<file path="src/rtl/memory_access_controller.sv">
// Memory-stage data-bus sequencer: Avalon-style master with waitrequest, pipeline stall and HALT drain.
// Optional bus watchdog enabled by defining MEM_TIMEOUT_EN.
module memory_access_controller #(
  parameter int WAIT_CNT_W = 8
) (
  input  logic        clk,
  input  logic        reset,
  input  logic        mem_read_memory,
  input  logic        mem_write_memory,
  input  logic        HALT_memory,
  input  logic [31:0] address_memory,
  input  logic [31:0] write_data_memory,
  input  logic [3:0]  byteenable_memory,
  output logic [31:0] data_address,
  output logic        data_read,
  output logic        data_write,
  output logic [31:0] data_writedata,
  output logic [3:0]  data_byteenable,
  input  logic        data_waitrequest,
  input  logic [31:0] data_readdata,
  output logic [31:0] read_data_memory,
  output logic        stall_memory,
  output logic        active,
  output logic        bus_error
);

  typedef enum logic [1:0] {
    S_IDLE,
    S_ACCESS,
    S_HALTED
  } state_t;

  localparam logic [WAIT_CNT_W-1:0] WMAX = '1;
`ifdef MEM_TIMEOUT_EN
  localparam logic [31:0] TIMEOUT_DATA = 32'hDEADBEEF;
`endif

  state_t                state_q, state_d;
  logic [31:0]           addr_q, addr_d;
  logic [31:0]           wdata_q, wdata_d;
  logic [3:0]            be_q, be_d;
  logic                  wr_q, wr_d;
  logic [31:0]           rdata_q, rdata_d;
  logic                  err_q, err_d;
  logic [WAIT_CNT_W-1:0] wcnt_q, wcnt_d;

  // Requests are masked during reset so strobes drop immediately.
  logic req_w, req_r;
  assign req_w = mem_write_memory & ~reset;
  assign req_r = mem_read_memory & ~reset;

  always_comb begin
    state_d          = state_q;
    addr_d           = addr_q;
    wdata_d          = wdata_q;
    be_d             = be_q;
    wr_d             = wr_q;
    rdata_d          = rdata_q;
    err_d            = err_q;
    wcnt_d           = wcnt_q;
    data_address     = '0;
    data_read        = 1'b0;
    data_write       = 1'b0;
    data_writedata   = '0;
    data_byteenable  = '0;
    stall_memory     = 1'b0;
    read_data_memory = rdata_q;
    unique case (state_q)
      S_IDLE: begin
        if (req_w | req_r) begin
          data_write      = req_w;
          data_read       = ~req_w;
          data_address    = address_memory;
          data_writedata  = write_data_memory;
          data_byteenable = byteenable_memory;
          if (req_w & req_r) err_d = 1'b1;
          if (data_waitrequest) begin
            stall_memory = 1'b1;
            state_d      = S_ACCESS;
            addr_d       = address_memory;
            wdata_d      = write_data_memory;
            be_d         = byteenable_memory;
            wr_d         = req_w;
            wcnt_d       = WAIT_CNT_W'(1);
          end else if (!req_w) begin
            read_data_memory = data_readdata;
            rdata_d          = data_readdata;
          end
        end else if (HALT_memory && !reset) begin
          state_d = S_HALTED;
        end
      end
      S_ACCESS: begin
        data_write      = wr_q;
        data_read       = ~wr_q;
        data_address    = addr_q;
        data_writedata  = wdata_q;
        data_byteenable = be_q;
        stall_memory    = data_waitrequest;
        if (!data_waitrequest) begin
          state_d = S_IDLE;
          wcnt_d  = '0;
          if (!wr_q) begin
            read_data_memory = data_readdata;
            rdata_d          = data_readdata;
          end
        end else begin
`ifdef MEM_TIMEOUT_EN
          if (wcnt_q == WMAX) begin
            data_write   = 1'b0;
            data_read    = 1'b0;
            stall_memory = 1'b0;
            err_d        = 1'b1;
            state_d      = S_IDLE;
            wcnt_d       = '0;
            if (!wr_q) begin
              read_data_memory = TIMEOUT_DATA;
              rdata_d          = TIMEOUT_DATA;
            end
          end else
`endif
          begin
            if (wcnt_q != WMAX) wcnt_d = wcnt_q + WAIT_CNT_W'(1);
          end
        end
      end
      S_HALTED: begin
        state_d = S_HALTED;
      end
      default: begin
        state_d = S_IDLE;
      end
    endcase
  end

  assign active    = (state_q != S_HALTED);
  assign bus_error = err_q;

  always_ff @(posedge clk or posedge reset) begin
    if (reset) begin
      state_q <= S_IDLE;
      addr_q  <= '0;
      wdata_q <= '0;
      be_q    <= '0;
      wr_q    <= 1'b0;
      rdata_q <= '0;
      err_q   <= 1'b0;
      wcnt_q  <= '0;
    end else begin
      state_q <= state_d;
      addr_q  <= addr_d;
      wdata_q <= wdata_d;
      be_q    <= be_d;
      wr_q    <= wr_d;
      rdata_q <= rdata_d;
      err_q   <= err_d;
      wcnt_q  <= wcnt_d;
    end
  end

endmodule

</file>
<file path="config.mk">
export PLATFORM = sky130hd
export DESIGN_NAME = memory_access_controller
export DESIGN_NICKNAME = d
export VERILOG_FILES = /design/src/rtl/memory_access_controller.sv
export SDC_FILE = /design/constraint.sdc
export NUM_CORES = 1
export LEC_CHECK = 0
export CORE_ASPECT_RATIO = 2
export CORE_MARGIN = 1
export CORE_UTILIZATION = 30
export DETAILED_ROUTE_END_ITERATION = 8
export HOLD_SLACK_MARGIN = 0.12
export PLACE_DENSITY = 0.66
export SLEW_MARGIN = 40
export SYNTH_ARGS = -nofsm -noshare
export SYNTH_HDL_FRONTEND = slang
export SYNTH_SLANG_ARGS = --single-unit
</file>
<file path="constraint.sdc">
create_clock -name clk -period 9.89 [get_ports clk]
set_input_delay 1.4835 -clock clk [delete_from_list [all_inputs] [get_ports clk]]
set_output_delay 1.4835 -clock clk [all_outputs]
set_load 0.02 [all_outputs]
</file>
# Word-level counts from Yosys, hierarchy flattened
# Cells that the tools add are included.
# totals
latch_bits,0
inputBits,106
mem_bits_rw,0
wordCells,50
out_inout_bits,105
register_bits,104
memories,0
rom_bits,0
# op_classes
n_bitwise,7
n_addsub,0
mux,24
n_shift,0
eq_ne,6
multipliers,0
n_reduce_logical,6
div,0
order_cmp,0
# ops
cell,n
2-to-1 mux 32 bit,7
one-hot mux 32 bit (2 select lines),3
AND reduction 3 bit,3
2-to-1 mux 2 bit,4
one-hot mux 4 bit (2 select lines),1
"inequality test 3 bit, second input constant",2
one-hot mux 1 bit (2 select lines),3
one-hot mux 2 bit (3 select lines),1
2-to-1 mux 1 bit,4
2-to-1 mux 4 bit,1
"inequality test 2 bit, second input constant",2
bitwise AND 1 bit,3
NOT 1 bit,3
"== test 2 x 1 -> 1 bit, second input constant",1
"== test 2 bit, second input constant",1
zero test 2 bit,1
logical AND 1 bit,1
zero test 1 bit,1
bitwise OR 1 bit,1

# Depth between registers and ports, before layout
# depth
ltp_word,6
ltp_mapped,6
mapped_depth_nobuf,3

# Least setup slack after synthesis
# OpenSTA, ideal clock, no wires.
# synth_path
kind,input-to-output
startpoint,input mem_write_memory
endpoint,output read_data_memory[0]
t_arrival_ns,2.866
required_ns,8.407
path_buffers,1
path_slack_ns,5.540
path_stages,4
path_cell_list,or4b_1 -> a211o_1 -> buf_6 -> mux2_4
# synth_between
elab_chain_cells,5
word_cells_on_any_way,6
classes_between,4 x mux; 2 x bitwise
# synth_lines
item,line,text
start: declaration,9,"input logic mem_write_memory,"
bitwise AND 1 bit (*),49,assign req_w = mem_write_memory & ~reset;
2-to-1 mux 32 bit,85,end else if (!req_w) begin
2-to-1 mux 32 bit,77,if (data_waitrequest) begin
2-to-1 mux 32 bit (*),n/a,
one-hot mux 32 bit (2 select lines) (*),n/a,
end: declaration,21,"output logic [31:0] read_data_memory,"
# Every way passes the cells marked *; elsewhere a longest branch is shown, timed or not.

# Final worst setup path
# layout_path
startpoint,input reset
endpoint,output data_writedata[1]
# layout_between
elab_chain_cells,5
word_cells_on_any_way,6
classes_between,2 x mux; 4 x bitwise
# layout_lines
item,line,text
start: declaration,7,"input logic reset,"
NOT 1 bit (*),"49, 50",
bitwise AND 1 bit (on tied branches),"49, 50",
bitwise OR 1 bit (*),70,if (req_w | req_r) begin
2-to-1 mux 32 bit (*),70,
one-hot mux 32 bit (2 select lines) (*),68,unique case (state_q)
end: declaration,17,"output logic [31:0] data_writedata,"
# Marks and branches as above.

==> key figures <==
Die
  • Initial core utilization: 30.8%
  • Ports: 211
  • Site Rows: 64
  • Die W: 90.6 microns
  • Core area: 15,300 sq um
  • DIE AREA: 16,200 sq um
  • Die Y: 179 microns

Power and ir drop
  • Overall Power: 0.00190 W
  • Int Power: 0.00129 W
  • Maximum vdd drop: 0.140 mV
  • Pwr Density: 261 nW/um^2
  • P_sw: 0.000613 W
  • Logic pwr share: 46.2%
  • Flop pwr share: 36.5%
  • Static leakage: 3.03 nW
  • Clock power frac: 17.3%
  • Switch share: 32.3%

Synthesis
  • Predominant post-synthesis flop cell: dfrtp_1
  • Synthesized cell area: 4710 sq um
  • Synth Area per Inst: 14.7 sq um
  • Synth warn: 0
  • Register area share after synthesis: 55.3%
  • Register bit total from synthesis: 104
  • Ys async rst share: 100%
  • Top post-synthesis cells by count: 104 x dfrtp_1, 70 x mux2_2, 68 x a22o_1
  • Top-area cell type share of the netlist area: 55.3%
  • Syn nets: 426
  • EDFF count, synth: 0
  • Synth area leaders: dfrtp_1 55%, mux2_2 17%, a22o_1 13%
  • Gate Count Post-Synth: 320
  • Synth unique cells: 23
  • Cell with the most instances after synthesis: dfrtp_1
  • Area leader, netlist: dfrtp_1

STA
  • Final min period: 5680 ps
  • F_max: 176 MHz
  • Min setup slack post-route: 4210 ps
  • Final worst path period share: 57.5%
  • Setup TNS: 0 ps
  • Slew of the pin with the lowest slew margin: 751 ps
  • Hold Fails Final Rpt: 0
  • RSZ-0062 raised after global routing: false
  • Clk_skew: 3.71 ps
  • Slew headroom: 50.0%
  • Max-slew violations: 0
  • Final setup fails: 0

Clock tree
  • Clock Path Buffers: 2
  • H-tree levels: 3
  • Clk sinks: 104
  • Postcts setup bufs: 0
  • CTS tree: done
  • CTS Hold Bufs: 0
  • Root buf cell: clkbuf_16
  • CTS buffer count: 9
  • Cells resized by post-CTS repair: 0
  • Clock Latency Late Sink: 340 ps
  • Worst-path clk slew: 60 ps

Finish
  • Area Overhead vs Synth: 54.4%
  • FILL cells: 1,393
  • Share of cells above drive strength 1: 23.3%
  • Finished Cell Area: 7270 sq um
  • Multi-input logic area: 1990 sq um
  • Register area: 2600 sq um
  • N_diodes: 0
  • Nets: 625

GRT
  • Total GRT Usage: 15.5%
  • GRT Residual Overflow: 0
  • Antenna violations before repair: 0
  • First-pass GRT wire length: 19.6 mm
  • Vias in the first global route: 3,774
  • Largest net degree at the start of global routing: 79

Min path
  • Worst min-delay path class: register to register
  • Hold_sp: bus_error

Detailed routing
  • Via count: 3,522
  • DRT iter0 DRCs: 46
  • # DRC: 0
  • Routed wire per std cell: 17.2 microns
  • DR vias/cell: 4.88
  • Antenna Nets Post-Route: 0
  • 1st-pass router iterations: 4
  • Drt total wl: 12.4 mm

Placed design
  • Port Buffers: 210
  • Placed Instance Area: 7000 sq um
  • Final Wtd Congestion: 0.815
  • Pre-CTS setup slack: 4210 ps
  • Post-DP HPWL: 9.00 mm

Critical path
  • Worst endpoint required time: 8410 ps
  • Worst setup startpoint: reset
  • Reg-to-Reg Start: state_q[1]
  • Critical path endpoint category: primary output
  • CP arrival: 4200 ps
  • Startpoint types: primary input
  • Crit Path Max Fanout: 68
  • CP Class: primary input to primary output

Run status
  • Status: finished clean

Job
  • # Max-Cap Violations: 0
## cells by family after synthesis
logic type	Yosys count	share of synthesized area, %
AO/OA/AOI/OAI	76	13.9
buffers and inverters	28	2.98
flip-flops	104	55.3
multiplexers	100	26.3
AND/OR/NAND/NOR	12	1.54
## layout by cell type (no fill, tap or decap), drive strengths merged
cell type        n
clkdlybuf4s50  210
dfrtp          104
mux2           100
a22o            68
clkbuf          15
buf              5
nor2             3
nand2b           2
nor2b            2
a21o             2
a21oi            2
nor3             1
and3b            1
or4b             1
a211o            1
nor3b            1
inv              1
a31o             1
nand3            1
a32o             1
a31oi            1
## stage by stage
step                hold slack (ps)  instances  util [%]
finish                          487        721      47.5
global route                    501        721      47.5
CTS                             492        721      47.5
detailed placement              462        706      45.8
global placement                479        705      45.6
floorplan                       479        320         -
## worst paths after layout
kind	cells past startpoint	to	slack [ps]
min	1	bus_error	490
max reg2reg	5	addr_q[9]	7450
min reg2reg	1	bus_error	490
min in group asynchronous	2	rdata_q[8]	1560
max	6	data_writedata[1]	4210
max in group asynchronous	3	bus_error	7280
## power by group through the flow
stage               registers (W)  logic (W)  clock network, W
global route             0.000715   0.000927          0.000359
detailed placement       0.000701   0.000884                 0
finish                   0.000694   0.000877          0.000328
CTS                      0.000695   0.000888          0.000344
floorplan                0.000674   0.000529                 0
global placement         0.000692   0.000869                 0
## registers in the layout (all words and copies together), names as in the netlist
signal and cells:
be_q 4, bus_error 1, addr_q 32, state_q 2
rdata_q 32, wr_q 1, wdata_q 32
## layout make-up
cell class	instances	area share (%)
Sequential cell	104	35.8
Timing Repair Buffer	215	29.7
Multi-Input combinational cell	188	27.4
Clock buffer	15	3.68
Tap cell	198	3.41
Inverter	1	0.0860
## worst max-delay path, cell delays in order
cell and delay [ps]:
clkdlybuf4s50_1 500, nor3_1 450, nor2b_4 230, buf_4 600, a22o_1 300, clkdlybuf4s50_1 610
## metal layers
layer  GRT usage (%)  part of all wire, %  wire length [microns]
met1            15.9                   36                   4460
met2            29.3                   55                   6890
met3            3.44                  6.0                    744
met4            7.80                  2.8                    344
met5               0                    0                      0
Note: power is estimated with default switching activity, not from simulation.
